===== config.mk =====
export PLATFORM = sky130hd
export DESIGN_NAME = multiport_memory_controller
export DESIGN_NICKNAME = d
export VERILOG_FILES = /design/src/rtl/multiport_memory_controller.sv
export SDC_FILE = /design/constraint.sdc
export NUM_CORES = 1
export LEC_CHECK = 0
export CORE_ASPECT_RATIO = 1.25
export CORE_MARGIN = 3
export CORE_UTILIZATION = 35
export CTS_CLUSTER_SIZE = 30
export DETAILED_ROUTE_END_ITERATION = 10
export HOLD_SLACK_MARGIN = 0.02
export PLACE_DENSITY = 0.73
export SLEW_MARGIN = 30
export SYNTH_ARGS = -nofsm -noshare
export SYNTH_HDL_FRONTEND = slang
export SYNTH_SLANG_ARGS = --single-unit

===== constraint.sdc =====
create_clock -name clk -period 2.2 [get_ports clk]
set_input_delay 0.44 -clock clk [delete_from_list [all_inputs] [get_ports clk]]
set_output_delay 0.44 -clock clk [all_outputs]
set_load 0.05 [all_outputs]

===== src/rtl/multiport_memory_controller.sv =====
// Round-robin multiport front end for an SDRAM driver: serialises port
// requests into single read/write commands and inserts periodic refreshes.
module multiport_memory_controller #(
    parameter int FREQ       = 54_000_000,
    parameter int NPORTS     = 2,
    parameter int AW         = 22,
    parameter int DW         = 16,
    parameter int OP_CYCLES  = 4,
    parameter int REFRESH_NS = 15625
) (
    input  logic                   clk,
    input  logic                   resetn,
    input  logic [NPORTS-1:0]      p_read,
    input  logic [NPORTS-1:0]      p_write,
    input  logic [NPORTS*AW-1:0]   p_addr,
    input  logic [NPORTS*DW-1:0]   p_din,
    input  logic [NPORTS*DW/8-1:0] p_wdm,
    output logic [NPORTS-1:0]      p_ack,
    output logic [NPORTS-1:0]      p_rvalid,
    output logic [DW-1:0]          rdata,
    output logic                   ready,
    output logic                   fail,
    output logic [19:0]            total_written,
    output logic                   mem_rd,
    output logic                   mem_wr,
    output logic                   mem_refresh,
    output logic [AW-1:0]          mem_addr,
    output logic [DW-1:0]          mem_din,
    output logic [DW/8-1:0]        mem_wdm,
    input  logic                   mem_busy,
    input  logic [DW-1:0]          mem_dout,
    input  logic                   mem_data_ready
);

    // Refresh period in clk cycles, shortened by two ops so a refresh that
    // waits behind an in-flight op still meets the interval.
    localparam int RCYC = FREQ / 1_000_000 * REFRESH_NS / 1000 - 2 * OP_CYCLES;
    localparam int TW   = $clog2(RCYC + 1);
    localparam int CW   = $clog2(OP_CYCLES + 1);
    localparam int PW   = (NPORTS > 1) ? $clog2(NPORTS) : 1;
    localparam int BW   = DW / 8;

    typedef enum logic [1:0] {S_INIT, S_IDLE, S_OP, S_REFRESH} state_t;

    state_t          state;
    logic [CW-1:0]   op_cnt;
    logic [PW-1:0]   rr_ptr;
    logic [PW-1:0]   cur_port;
    logic            cur_read;
    logic [TW-1:0]   refresh_timer;
    logic            refresh_pending;
    logic            timer_hit;

    logic [NPORTS-1:0] req;
    logic              gnt_valid;
    logic [PW-1:0]     gnt_idx;
    logic [PW:0]       arb_idx;

    assign timer_hit = (state != S_INIT) && (refresh_timer == TW'(RCYC));

    // Round-robin search: first requesting port at or after rr_ptr.
    always_comb begin
        // NOTE: every variable gets a default before any conditional write so no latch is inferred.
        req       = p_read | p_write;
        gnt_valid = 1'b0;
        gnt_idx   = '0;
        arb_idx   = '0;
        for (int off = 0; off < NPORTS; off++) begin
            arb_idx = {1'b0, rr_ptr} + (PW+1)'(off);
            if (arb_idx >= (PW+1)'(NPORTS))
                arb_idx = arb_idx - (PW+1)'(NPORTS);
            if (!gnt_valid && req[arb_idx[PW-1:0]]) begin
                gnt_valid = 1'b1;
                gnt_idx   = arb_idx[PW-1:0];
            end
        end
    end

    // Free-running refresh interval timer, held at zero until init completes.
    always_ff @(posedge clk or negedge resetn) begin
        if (!resetn)
            refresh_timer <= '0;
        else if (state == S_INIT || timer_hit)
            refresh_timer <= '0;
        else
            refresh_timer <= refresh_timer + TW'(1);
    end

    // Main controller FSM with registered strobes, acks and status.
    always_ff @(posedge clk or negedge resetn) begin
        if (!resetn) begin
            state           <= S_INIT;
            op_cnt          <= '0;
            rr_ptr          <= '0;
            cur_port        <= '0;
            cur_read        <= 1'b0;
            refresh_pending <= 1'b0;
            p_ack           <= '0;
            p_rvalid        <= '0;
            rdata           <= '0;
            ready           <= 1'b0;
            fail            <= 1'b0;
            total_written   <= '0;
            mem_rd          <= 1'b0;
            mem_wr          <= 1'b0;
            mem_refresh     <= 1'b0;
            mem_addr        <= '0;
            mem_din         <= '0;
            mem_wdm         <= '0;
        end else begin
            // NOTE: sequential state uses non-blocking assignments so every register samples pre-edge values.
            p_ack       <= '0;
            p_rvalid    <= '0;
            mem_rd      <= 1'b0;
            mem_wr      <= 1'b0;
            mem_refresh <= 1'b0;
            if (timer_hit)
                refresh_pending <= 1'b1;

            unique case (state)
                S_INIT: begin
                    if (!mem_busy) begin
                        state <= S_IDLE;
                        ready <= 1'b1;
                    end
                end
                S_IDLE: begin
                    if (refresh_pending) begin
                        mem_refresh     <= 1'b1;
                        refresh_pending <= timer_hit;
                        state           <= S_REFRESH;
                        op_cnt          <= CW'(1);
                        ready           <= 1'b0;
                    end else if (gnt_valid) begin
                        p_ack[gnt_idx] <= 1'b1;
                        // A port asserting both read and write is served as a write.
                        if (p_write[gnt_idx]) begin
                            mem_wr        <= 1'b1;
                            cur_read      <= 1'b0;
                            total_written <= total_written + 20'd1;
                        end else begin
                            mem_rd   <= 1'b1;
                            cur_read <= 1'b1;
                        end
                        mem_addr <= p_addr[int'(gnt_idx)*AW +: AW];
                        mem_din  <= p_din[int'(gnt_idx)*DW +: DW];
                        mem_wdm  <= p_wdm[int'(gnt_idx)*BW +: BW];
                        cur_port <= gnt_idx;
                        rr_ptr   <= (gnt_idx == PW'(NPORTS-1)) ? '0 : gnt_idx + PW'(1);
                        state    <= S_OP;
                        op_cnt   <= CW'(1);
                        ready    <= 1'b0;
                    end else begin
                        ready <= !timer_hit;
                    end
                end
                S_OP: begin
                    if (op_cnt == CW'(OP_CYCLES)) begin
                        state <= S_IDLE;
                        ready <= !(refresh_pending || timer_hit);
                        if (cur_read) begin
                            rdata              <= mem_dout;
                            p_rvalid[cur_port] <= 1'b1;
                            if (!mem_data_ready)
                                fail <= 1'b1;
                        end
                    end else begin
                        op_cnt <= op_cnt + CW'(1);
                    end
                end
                S_REFRESH: begin
                    if (op_cnt == CW'(OP_CYCLES)) begin
                        state <= S_IDLE;
                        ready <= !(refresh_pending || timer_hit);
                    end else begin
                        op_cnt <= op_cnt + CW'(1);
                    end
                end
                default: state <= S_INIT;
            endcase
        end
    end

endmodule


==> Word level (Yosys, flattened, before mapping) <==
Cells that the tools add are included.
{ "op_classes": {"muxes": 51, "n_lt_le_gt_ge": 8, "reduce_logical": 20, "multipliers": 1, "addsub": 7, "eq_ne": 9, "n_bitwise": 3, "n_shift": 3} }
{ "ops": {"columns": ["cell", "count"], "rows": [
  ["44-bit by 7-bit indexed part select with 22-bit output", 1],
  ["1-bit 2-to-1 mux", 32],
  ["32-bit by 6-bit indexed part select with 16-bit output", 1],
  ["20-bit by 1-bit adder with 20-bit output, second input constant", 1],
  ["2-bit 2-to-1 mux", 10],
  ["3-bit AND reduction", 4],
  ["10-bit by 1-bit adder with 10-bit output, second input constant", 1],
  ["10-bit equality test, second input constant", 1],
  ["10-bit 2-to-1 mux", 1],
  ["3-bit 2-to-1 mux", 3],
  ["1-bit by 2-bit less-than comparator with 1-bit output, second input constant", 4],
  ["4-bit AND reduction", 2],
  ["2-bit case mux with 3 select lines", 1],
  ["3-bit case mux with 2 select lines", 1],
  ["1-bit by 4-bit multiplier with 5-bit output, second input constant", 1],
  ["2-bit equality test, second input constant", 2],
  ["1-bit logical AND", 4],
  ["2-bit != test, second input constant", 2],
  ["2-bit nonzero test", 2],
  ["4-bit by 3-bit indexed part select with 2-bit output", 1],
  ["3-bit by 1-bit adder with 3-bit output, second input constant", 1],
  ["3-bit equality test, second input constant", 1],
  ["1-bit logical NOT", 3],
  ["3-bit != test, second input constant", 1],
  ["16 further kinds", 21]
]} }
{ "word_totals": {"ff_bits": 104, "input_bits": 104, "elab_cells": 121} }

==> Longest topological paths before layout <==
Gate-level depths: netlist of the first run.
{ "logic_depth": {"ltp_word": 15, "ltp_mapped": 7} }

==> Worst setup path before layout of the first run <==
OpenSTA, ideal clock, no wires.
{ "synth_path": {"kind": "register to register", "from": "reg total_written[0]", "to": "reg total_written[14]", "setup_slack_ps": 297, "t_required_ps": 2058, "stages_incl_launch_ff": 6, "setup_time_ps": 142, "t_arrival_ps": 1760, "synth_period_minus_slack_ps": 1903, "cell_sequence": "dfrtp_1 ha_1 nand3_1 nor4b_1 nand3_1 xnor2_1"} }
{ "synth_between": {"elab_chain_len": 1} }
{ "synth_rtl": {"columns": ["item", "line_no", "rtl"], "rows": [
  ["start, declared", "23", "output logic [19:0] total_written,"],
  ["start signal, assigned", "140", "total_written <= total_written + 20'd1;"],
  ["20-bit by 1-bit adder with 20-bit output", "140", null]
]} }
No other way between the ends.
A chain may end at the register's enable or synchronous reset.

==> Worst setup path in the final report of the first run <==
{ "layout_path": {"from": "reg total_written[13]", "to": "out total_written[13]"} }
No word-level cell between the ends.

==> results of run 1 <==
-- timing repair --
item	CTS	global route
hold buffers	1	0
endpoints found under the hold margin	24	0
setup buffers	0	0
gates resized for setup	0	0
-- cells by family (layout without fill, tap and decap cells) --
group | count (synthesis) | in the layout
buffers and inverters | 68 | 262
adder cells (fa/ha/maj) | 4 | 4
XOR/XNOR | 28 | 28
multiplexers | 18 | 18
AND/OR/NAND/NOR | 92 | 92
flip-flops | 104 | 104
AO/OA/AOI/OAI | 62 | 62
-- cell usage in the layout, fill, tap and decap left out, types with 6 or more instances in the layout --
cell / instances
mux2_2: 18
nor2_1: 22
nand4_1: 10
xnor2_1: 24
a222oi_1: 40
nand3_1: 14
dfrtp_1: 104
clkdlybuf4s50_1: 187
clkbuf_16: 9
buf_4: 6
nand2_1: 11
buf_12: 6
inv_1: 47
-- area by class of cell --
class / instances / area, um2
Timing Repair Buffer: 200 / 2047
Inverter: 47 / 176.4
Clock inverter: 5 / 33.78
Clock buffer: 10 / 229.0
Fill cell: 1003 / 5465
Tap cell: 164 / 205.2
Sequential cell: 104 / 2603
Multi-Input combinational cell: 204 / 1572
-- power by group --
part           internal (mW)  leakage (nW)  switching [mW]
registers               2.62          1.33           0.457
logic                   1.99          1.56            3.27
clock network          0.761         0.125           0.671
-- sequential cells by signal, summed over array words and instances (netlist names), 3 cells and up --
name,cells
mem_addr,22
mem_din,16
op_cnt,3
rdata,16
refresh_timer,10
total_written,20
-- metrics by stage --
stage,hold slack [ns],power (mW)
after floorplan,0.1444,6.537
after global placement,0.3680,8.292
after detailed placement,0.3693,8.414
after CTS,0.4850,9.869
after global routing,0.5090,10.30
final,0.4794,9.772
-- path summary, 6_finish.rpt --
path | startpoint | end | slack, ns | cells past startpoint
max | total_written[13] | total_written[13] | 0.12 | 1
min | fail | fail | 0.48 | 2
max reg2reg | op_cnt[0] | rdata[1] | 0.35 | 6
min reg2reg | fail | fail | 0.48 | 2
max in group asynchronous | resetn | mem_addr[6] | 0.94 | 3
min in group asynchronous | resetn | mem_din[8] | 0.57 | 2
-- routing by layer --
metal  wire length [um]  part of all wire
met5                  0                 0
met4                 79            0.0064
met3               1095             0.088
met2               6515              0.53
met1               4687              0.38
==> out/metrics.cfg, run 1 <==
[critical_path]
cpPeakStageDelay_ns = 0.85
arrival_ns = 1.64
cp-start-kind = flop
crit_type = flop to output pin
end_kind = output pin
critPathTopFamily = buffers and inverters
critical_path.cell_chain = clkdlybuf4s50_1
slowest_stage = clkdlybuf4s50_1
critical_path.max_fanout = 6
path_buf_inv = 1
cp.required_ns = 1.76

[global_routing]
grt_util_met2 = 0.3121
grt_pass1_vias = 3768
grt_pass1_wl_um = 19600
grt_max_degree = 53
busiest_layer = met2
grt_antenna_before_repair = 0
use_met1 = 0.1955
track_usage = 0.1716
grt_overflow_total = 0
met3_usage = 0.05271

[placement]
place_inst = 718
dpl_cell_area_um2 = 6593
dpl.hpwl_um = 9142
portBuffers = 188
pre_cts_slack_ns = 0.03938
gp_congestion = 0.7808

[clock_tree]
clk_path_buf_depth = 2
cts.sinks = 104
cts_made_buffers = 9
path_clk_slew_ns = 0.07
clk_latency_ns = 0.33
cts-root-buf = clkbuf_16
htreeDepth = 3
cts_tree = yes

[die]
num_io_pins = 189
core_area_um2 = 12330
start_util = 0.3634
die_w_um = 107.2
die_height_um = 132.5
dieArea_um2 = 14200
rows = 45

[timing]
period_share = 0.9461
slew_headroom = 0.6324
slew_viol_final = 0
setup_tns_ns = 0
setup-violations-final = 0
layout_setup_ws_ns = 0.1186
max_freq_mhz = 480.4
worstMarginPinSlew_ns = 0.5496
finalCriticalPeriod_ns = 2.081
grt_setup_unrepaired = false
finalClockSkew_ns = 0.008901
hold_viol_final = 0

[yosys]
ys_warn_count = 0
synth_fa_ha_area_frac = 0.01117
synth_simple_gate_area_share = 0.1173
synth-async-reset-ratio = 1.000
synth-compound-area-share = 0.1223
synth_top_area_cell = dfrtp_1
yosys.cell_types.count = 49
muxShareOfSynthArea = 0.04524
synth_seq_cells = 104
post_synth_most_frequent_cells = 104 x dfrtp_1, 47 x inv_1, 40 x a222oi_1
syn-instance-count = 376
synth.cell_area_um2 = 4481
post-synth-top-count-cell = dfrtp_1
synth_edf_count = 0
ys.flop_type = dfrtp_1
synth_nets = 484
synth_seq_area_share = 0.5808
synth_area_leaders = dfrtp_1 58%, a222oi_1 8.9%, xnor2_1 4.7%
syn_area_per_cell_um2 = 11.92
yosysTopAreaCellShare = 0.5808
synth_xor_area_frac = 0.05473
synth_top_family_by_area = compound AO/OA/AOI/OAI gates

[drt]
avgViaCountPerCell = 5.050
drt-total-wl_um = 12380
wl_per_cell_um = 16.86
drc_errors = 0
ant_nets = 0
num_vias = 3707
first_pass_iters = 9
initialDrtViolationCount = 363

[cells_and_area]
diodes = 0
drive_gt1_frac = 0.09123
fin_nets = 674
fin_area_um2 = 6865
area_growth_pct = 53.23
final_core_util = 0.5568
layoutNonFillerInstCount = 734

[hold_path]
hold_class = flop to flop

[run]
drv_cap = 0

[pwr]
vdd_ir_drop_max_mv = 0.6963
p_per_area_nw_per_um2 = 1423
p_leak_nw = 3.017

[run_status]
status = finished clean

(Power assumes the default switching activity.)
==> run 2: changes to the inputs <==
--- a/config.mk
+++ b/config.mk
@@ -10,8 +10,9 @@
 export CORE_UTILIZATION = 35
 export CTS_CLUSTER_SIZE = 30
 export DETAILED_ROUTE_END_ITERATION = 10
+export DONT_BUFFER_PORTS = 1
 export HOLD_SLACK_MARGIN = 0.02
-export PLACE_DENSITY = 0.73
+export PLACE_DENSITY = 0.54
 export SLEW_MARGIN = 30
 export SYNTH_ARGS = -nofsm -noshare
 export SYNTH_HDL_FRONTEND = slang
==> constraint.sdc (replaced) <==
create_clock -name clk -period 2.4 [get_ports clk]
set_input_delay 0.48 -clock clk [delete_from_list [all_inputs] [get_ports clk]]
set_output_delay 0.48 -clock clk [all_outputs]
set_load 0.05 [all_outputs]
==> run 2 against run 1 <==
The run now ends with negative hold slack left. Power is 21% lower. Cell area decreased by 27%. Core utilization down 15 points. Register-to-register slack better by 0.15 ns. Combinational power shrank 66%. Sequential cell count unchanged. Die area unchanged. Via count shrank 19%. Sequential share of layout area increased by 14 points. Critical endpoint is now total_written[18]. Largest power group is now sequential cells. Highest routed layer unchanged.
==> out/metrics.cfg, run 2 (synthesized netlist as in run 1, its figures left out) <==
[critical_path]
arrival_ns = 2.10  ; +0.46 ns
crit_type = flop to flop
cp.required_ns = 2.61  ; +0.85 ns
slowest_stage = nor4b_1
critical_path.max_fanout = 7  ; +1
end_kind = flop
cpPeakStageDelay_ns = 0.63  ; -0.22 ns
crit_start = total_written[1]
path_buf_inv = 0  ; -1
cp-start-kind = flop
critPathTopFamily = simple AND/OR/NAND/NOR gates
crit_top_cell = nand3_1
critical_path.cell_chain = ha_1, nand3_1, nor4b_1, nand3_1, xnor2_1
r2r-start = total_written[1]

[cells_and_area]
final_common_cell = dfrtp_1
largestRegisters = mem_addr x22, total_written x20
drive_gt1_frac = 0.1671  ; +0.07586
largest_reg_flops = 22  ; unchanged
fillerInstances = 1172  ; +17%
regMostFlops = mem_addr
area_growth_pct = 12.23
fin_nets = 498  ; -26%
layout_common_cells = 104 x dfrtp_1, 47 x inv_1, 40 x a222oi_1, 24 x xnor2_1, 23 x buf_4
final-seq-area_um2 = 2603  ; unchanged
fin_area_um2 = 5029  ; -27%
diodes = 0  ; unchanged
multiInputGateArea_um2 = 1572  ; unchanged
layoutNonFillerInstCount = 559  ; -24%

[drt]
avgViaCountPerCell = 5.390  ; +6.7%
initialDrtViolationCount = 368  ; +1.4%
num_vias = 3013  ; -19%
wl_per_cell_um = 18.11  ; +7.4%
drt-total-wl_um = 10120  ; -18%
drc_errors = 0  ; unchanged
ant_nets = 0  ; unchanged
first_pass_iters = 6  ; -3

[die]
num_io_pins = 189  ; unchanged
die_height_um = 132.5  ; unchanged
rows = 45  ; unchanged
die_w_um = 107.2  ; unchanged
start_util = 0.3634  ; unchanged
core_area_um2 = 12330  ; unchanged
dieArea_um2 = 14200  ; unchanged

[placement]
dpl_cell_area_um2 = 4748  ; -28%
place_inst = 543  ; -24%
portBuffers = 0  ; -100%
dpl.hpwl_um = 7391  ; -19%
pre_cts_slack_ns = 0.4888  ; +0.4494 ns
gp_congestion = 0.7201  ; -7.8%

[timing]
setup-violations-final = 0  ; unchanged
grt_setup_unrepaired = false
whs_ns = -0.1708  ; -0.6502 ns
finalClockSkew_ns = 0.007605  ; -0.001296 ns
slew_headroom = 0.5110  ; -0.1214
max_freq_mhz = 527.2
worstMarginPinSlew_ns = 0.7233  ; +0.1737 ns
finalCriticalPeriod_ns = 1.897
slew_viol_final = 0  ; unchanged
setup_tns_ns = 0  ; unchanged
layout_setup_ws_ns = 0.5030  ; +0.3845 ns
hold_viol_final = 104  ; +104
period_share = 0.7904

[pwr]
p_leak_nw = 2.366  ; -22%
internal-power_mw = 3.913  ; -27%
vdd_ir_drop_max_mv = 0.5010  ; -28%
p_per_area_nw_per_um2 = 1544  ; +8.5%
sequentialPowerShare = 0.593  ; +0.278
switching_share = 0.4961  ; +0.04578
netSwitchingPower_mw = 3.853  ; -12%
p_clk_frac = 0.175  ; +0.028
power_frac_comb = 0.232  ; -0.307

[global_routing]
grt_antenna_before_repair = 0  ; unchanged
grt_max_degree = 105  ; +98%
grt_pass1_wl_um = 15510  ; -21%
track_usage = 0.1364  ; -0.03523
grt_overflow_total = 0  ; unchanged
grt_pass1_vias = 3045  ; -19%

[clock_tree]
path_clk_slew_ns = 0.07  ; about the same
cts-root-buf = clkbuf_16
clk_path_buf_depth = 2  ; unchanged
post_cts_resized = 0  ; unchanged
cts_made_buffers = 9  ; unchanged
cts_tree = yes
htreeDepth = 3  ; unchanged
cts.sinks = 104  ; unchanged
cts_setup_buffers = 0  ; unchanged
clk_latency_ns = 0.34  ; about the same

[run]
drv_cap = 0  ; unchanged

[run_status]
status = complete, but fails checks
violations = negative hold slack

[hold_path]
hold_class = input port to asynchronous set/reset pin

-- run 2: power groups by stage --
stage	clock network [mW]	registers [mW]	logic, mW
3_5_place_dp	0	4.66	1.83
2_1_floorplan	0	4.64	1.36
3_3_place_gp	0	4.64	1.76
6_report	1.36	4.61	1.80
5_1_grt	1.49	4.68	2.03
4_1_cts	1.42	4.61	1.84
-- run 2: layer usage --
layer | vias to the layer above | wire length (um) | track usage
met5 | - | 0 | 0
met4 | 0 | 78 | 0.03625
met3 | 6 | 857 | 0.04588
met2 | 138 | 5324 | 0.2408
met1 | 1485 | 3863 | 0.1567
li1 | 1384 | - | -
-- run 2: cell type report --
cell class	instances	area share
clock buffers	9	0.04479
clock inverters	7	0.01095
inverters	47	0.03508
multi-input cells	204	0.3125
flip-flops and latches	104	0.5175
well taps	164	0.04081
repair buffers	24	0.03832
-- run 2: metrics by stage --
step             util  power (mW)
2_1_floorplan       -       5.992
3_3_place_gp   0.3851       6.395
3_5_place_dp   0.3851       6.489
4_1_cts        0.4078       7.877
5_1_grt        0.4078       8.205
6_report       0.4078       7.766
-- run 2: final timing paths --
check,end,slack [ns],depth (start not counted)
min,rdata[10],-0.17,0
max,total_written[18],0.50,5
min reg2reg,p_rvalid[0],0.47,1
max in group asynchronous,rr_ptr,2.38,0
max reg2reg,total_written[18],0.50,5
min in group clk,fail,0.23,1
==> run 3: changes to the inputs <==
--- a/config.mk
+++ b/config.mk
@@ -12,7 +12,7 @@
 export DETAILED_ROUTE_END_ITERATION = 10
 export DONT_BUFFER_PORTS = 1
 export HOLD_SLACK_MARGIN = 0.02
-export PLACE_DENSITY = 0.54
+export PLACE_DENSITY = 0.56
 export SLEW_MARGIN = 30
 export SYNTH_ARGS = -nofsm -noshare
 export SYNTH_HDL_FRONTEND = slang
==> constraint.sdc (replaced) <==
create_clock -name clk -period 1.61 [get_ports clk]
set_input_delay 0.322 -clock clk [delete_from_list [all_inputs] [get_ports clk]]
set_output_delay 0.322 -clock clk [all_outputs]
set_load 0.05 [all_outputs]
==> run 3 against run 2 <==
The run still ends with negative hold slack left. Cell count rose by 5.2%. Combinational power rose by 110%. Via count increased by 3.5%. Worst hold slack lost 0.16 ns. Sequential share of layout area is 3.5 points lower. Power grew 59%. Fmax grew 18%. Non-clock buffer count increased by 28. Sequential cell count is the same. Critical path type unchanged. Largest power group unchanged.
==> out/metrics.cfg, run 3 (synthesized netlist as in run 1, its figures left out) <==
[run_status]
status = complete, but fails checks
violations = negative hold slack

[die]
dieArea_um2 = 14200  ; unchanged
core_area_um2 = 12330  ; unchanged
die_w_um = 107.2  ; unchanged
die_height_um = 132.5  ; unchanged
start_util = 0.3634  ; unchanged
num_io_pins = 189  ; unchanged
rows = 45  ; unchanged

[timing]
setup-violations-final = 0  ; unchanged
slew_headroom = 0.6393  ; +0.1282
hold_viol_final = 104  ; unchanged
grt_setup_unrepaired = true
max_freq_mhz = 621.5  ; +18%
period_share = 0.9993  ; +0.2089
slew_viol_final = 0  ; unchanged
finalCriticalPeriod_ns = 1.609  ; -0.2880 ns
layout_setup_ws_ns = 0.001068  ; -0.5020 ns
worstMarginPinSlew_ns = 0.5411  ; -0.1822 ns
setup_tns_ns = 0  ; unchanged
finalClockSkew_ns = 0.009181  ; +0.001576 ns
whs_ns = -0.3300  ; -0.1592 ns

[critical_path]
r2r.worst_path.cells = 5  ; unchanged
r2r-start = state[1]
rrSetupSlack_ns = 0.001  ; -0.50 ns
arrival_ns = 1.82  ; -0.28 ns
cp-start-kind = flop
crit_start = state[1]
crit_type = flop to flop
end_kind = flop
cp.required_ns = 1.82  ; -0.79 ns
timing.rr.end = mem_wdm[1]
critical_path.max_fanout = 31  ; +24

[pwr]
p_leak_nw = 2.534  ; +7.1%
vdd_ir_drop_max_mv = 0.8148  ; +63%
power_frac_comb = 0.301  ; +0.069
p_clk_frac = 0.178  ; +0.003
p_per_area_nw_per_um2 = 2283  ; +48%
switching_share = 0.4777  ; -0.01837
power_mw = 12.37  ; +59%
internal-power_mw = 6.458  ; +65%
sequentialPowerShare = 0.522  ; -0.071
netSwitchingPower_mw = 5.908  ; +53%

[clock_tree]
cts-root-buf = clkbuf_16
cts.sinks = 104  ; unchanged
cts_tree = yes
cts_made_buffers = 9  ; unchanged
clk_latency_ns = 0.34  ; about the same
path_clk_slew_ns = 0.07  ; about the same
htreeDepth = 3  ; unchanged
clk_path_buf_depth = 2  ; unchanged

[drt]
first_pass_iters = 4  ; -2
initialDrtViolationCount = 257  ; -30%
wl_per_cell_um = 18.16  ; +0.29%
drt-total-wl_um = 10680  ; +5.5%
ant_nets = 0  ; unchanged
avgViaCountPerCell = 5.301  ; -1.7%
num_vias = 3117  ; +3.5%
drc_errors = 0  ; unchanged

[cells_and_area]
largest_reg_flops = 22  ; unchanged
drive_gt1_frac = 0.2736  ; +0.1065
final_common_cell = dfrtp_1
layoutNonFillerInstCount = 588  ; +5.2%
area_growth_pct = 20.89
fin_nets = 527  ; +5.8%
largestRegisters = mem_addr x22, total_written x20
regMostFlops = mem_addr
diodes = 0  ; unchanged
layout_common_cells = 93 x dfrtp_1, 47 x inv_1, 44 x buf_4, 40 x a222oi_1, 24 x xnor2_1

[global_routing]
grt_overflow_total = 0  ; unchanged
grt_max_degree = 105  ; unchanged
track_usage = 0.1448  ; +0.008360
grt_pass1_vias = 3193  ; +4.9%
grt_pass1_wl_um = 16190  ; +4.4%
grt_antenna_before_repair = 0  ; unchanged

[placement]
portBuffers = 0  ; unchanged
place_inst = 568  ; +4.6%
pre_cts_slack_ns = -0.03863  ; -0.5274 ns
dpl.hpwl_um = 7628  ; +3.2%
gp_congestion = 0.7552  ; +4.9%

[run]
drv_cap = 0  ; unchanged

[hold_path]
hold_class = input port to asynchronous set/reset pin

## run 3: per-layer routing
metal,GRT usage,share of wire
met1,0.1564,0.38
met2,0.2651,0.53
met3,0.04490,0.076
met4,0.04691,0.011
met5,0,0
## run 3: repair_timing
item,CTS,global route
resized for setup,0,13
gates cloned,1,1
endpoints found under the setup margin,21,82
pin swaps,5,22
buffers inserted,1,1
endpoints found under the hold margin,104,104
## run 3: worst max-delay path by stage
stage	cells after the start	to
6_report	5	mem_wdm[1]
4_1_cts	5	mem_wdm[1]
5_1_grt	5	mem_addr[2]
3_5_place_dp	5	mem_addr[1]
3_3_place_gp	5	mem_addr[1]
2_1_floorplan	6	rdata[10]
## run 3: power by group through the flow
| stage | sequential [mW] | combinational, mW | clock [mW] |
|---|---|---|---|
| global placement | 6.49 | 3.51 | 0 |
| detailed placement | 6.52 | 3.61 | 0 |
| CTS | 6.46 | 3.66 | 2.28 |
| finish | 6.45 | 3.72 | 2.20 |
| floorplan | 6.93 | 2.06 | 0 |
| global route | 6.57 | 4.09 | 2.40 |
## run 3: final cells by class
| type | count | area (um2) |
|---|---|---|
| inverters | 47 | 176.4 |
| fillers | 1129 | 6914 |
| clock buffers | 9 | 225.2 |
| flip-flops and latches | 104 | 2616 |
| well taps | 164 | 205.2 |
| clock inverters | 7 | 75.07 |
| multi-input cells | 205 | 1640 |
| repair buffers | 52 | 478.0 |
## run 3: critical path, stage by stage, from the launching register on
cell and delay [ns]:
dfrtp_1 0.42, nor3b_4 0.30, nand2_2 0.15, buf_12 0.19, a222oi_1 0.34, inv_1 0.07
## run 3: stage by stage
| step | hold slack (ns) | utilization | area, um2 |
|---|---|---|---|
| floorplan | 0.02641 | - | 4524 |
| global placement | 0.02859 | 0.4073 | 5022 |
| detailed placement | 0.02912 | 0.4073 | 5022 |
| CTS | -0.3447 | 0.4328 | 5336 |
| global route | -0.3551 | 0.4393 | 5416 |
| finish | -0.3300 | 0.4393 | 5416 |
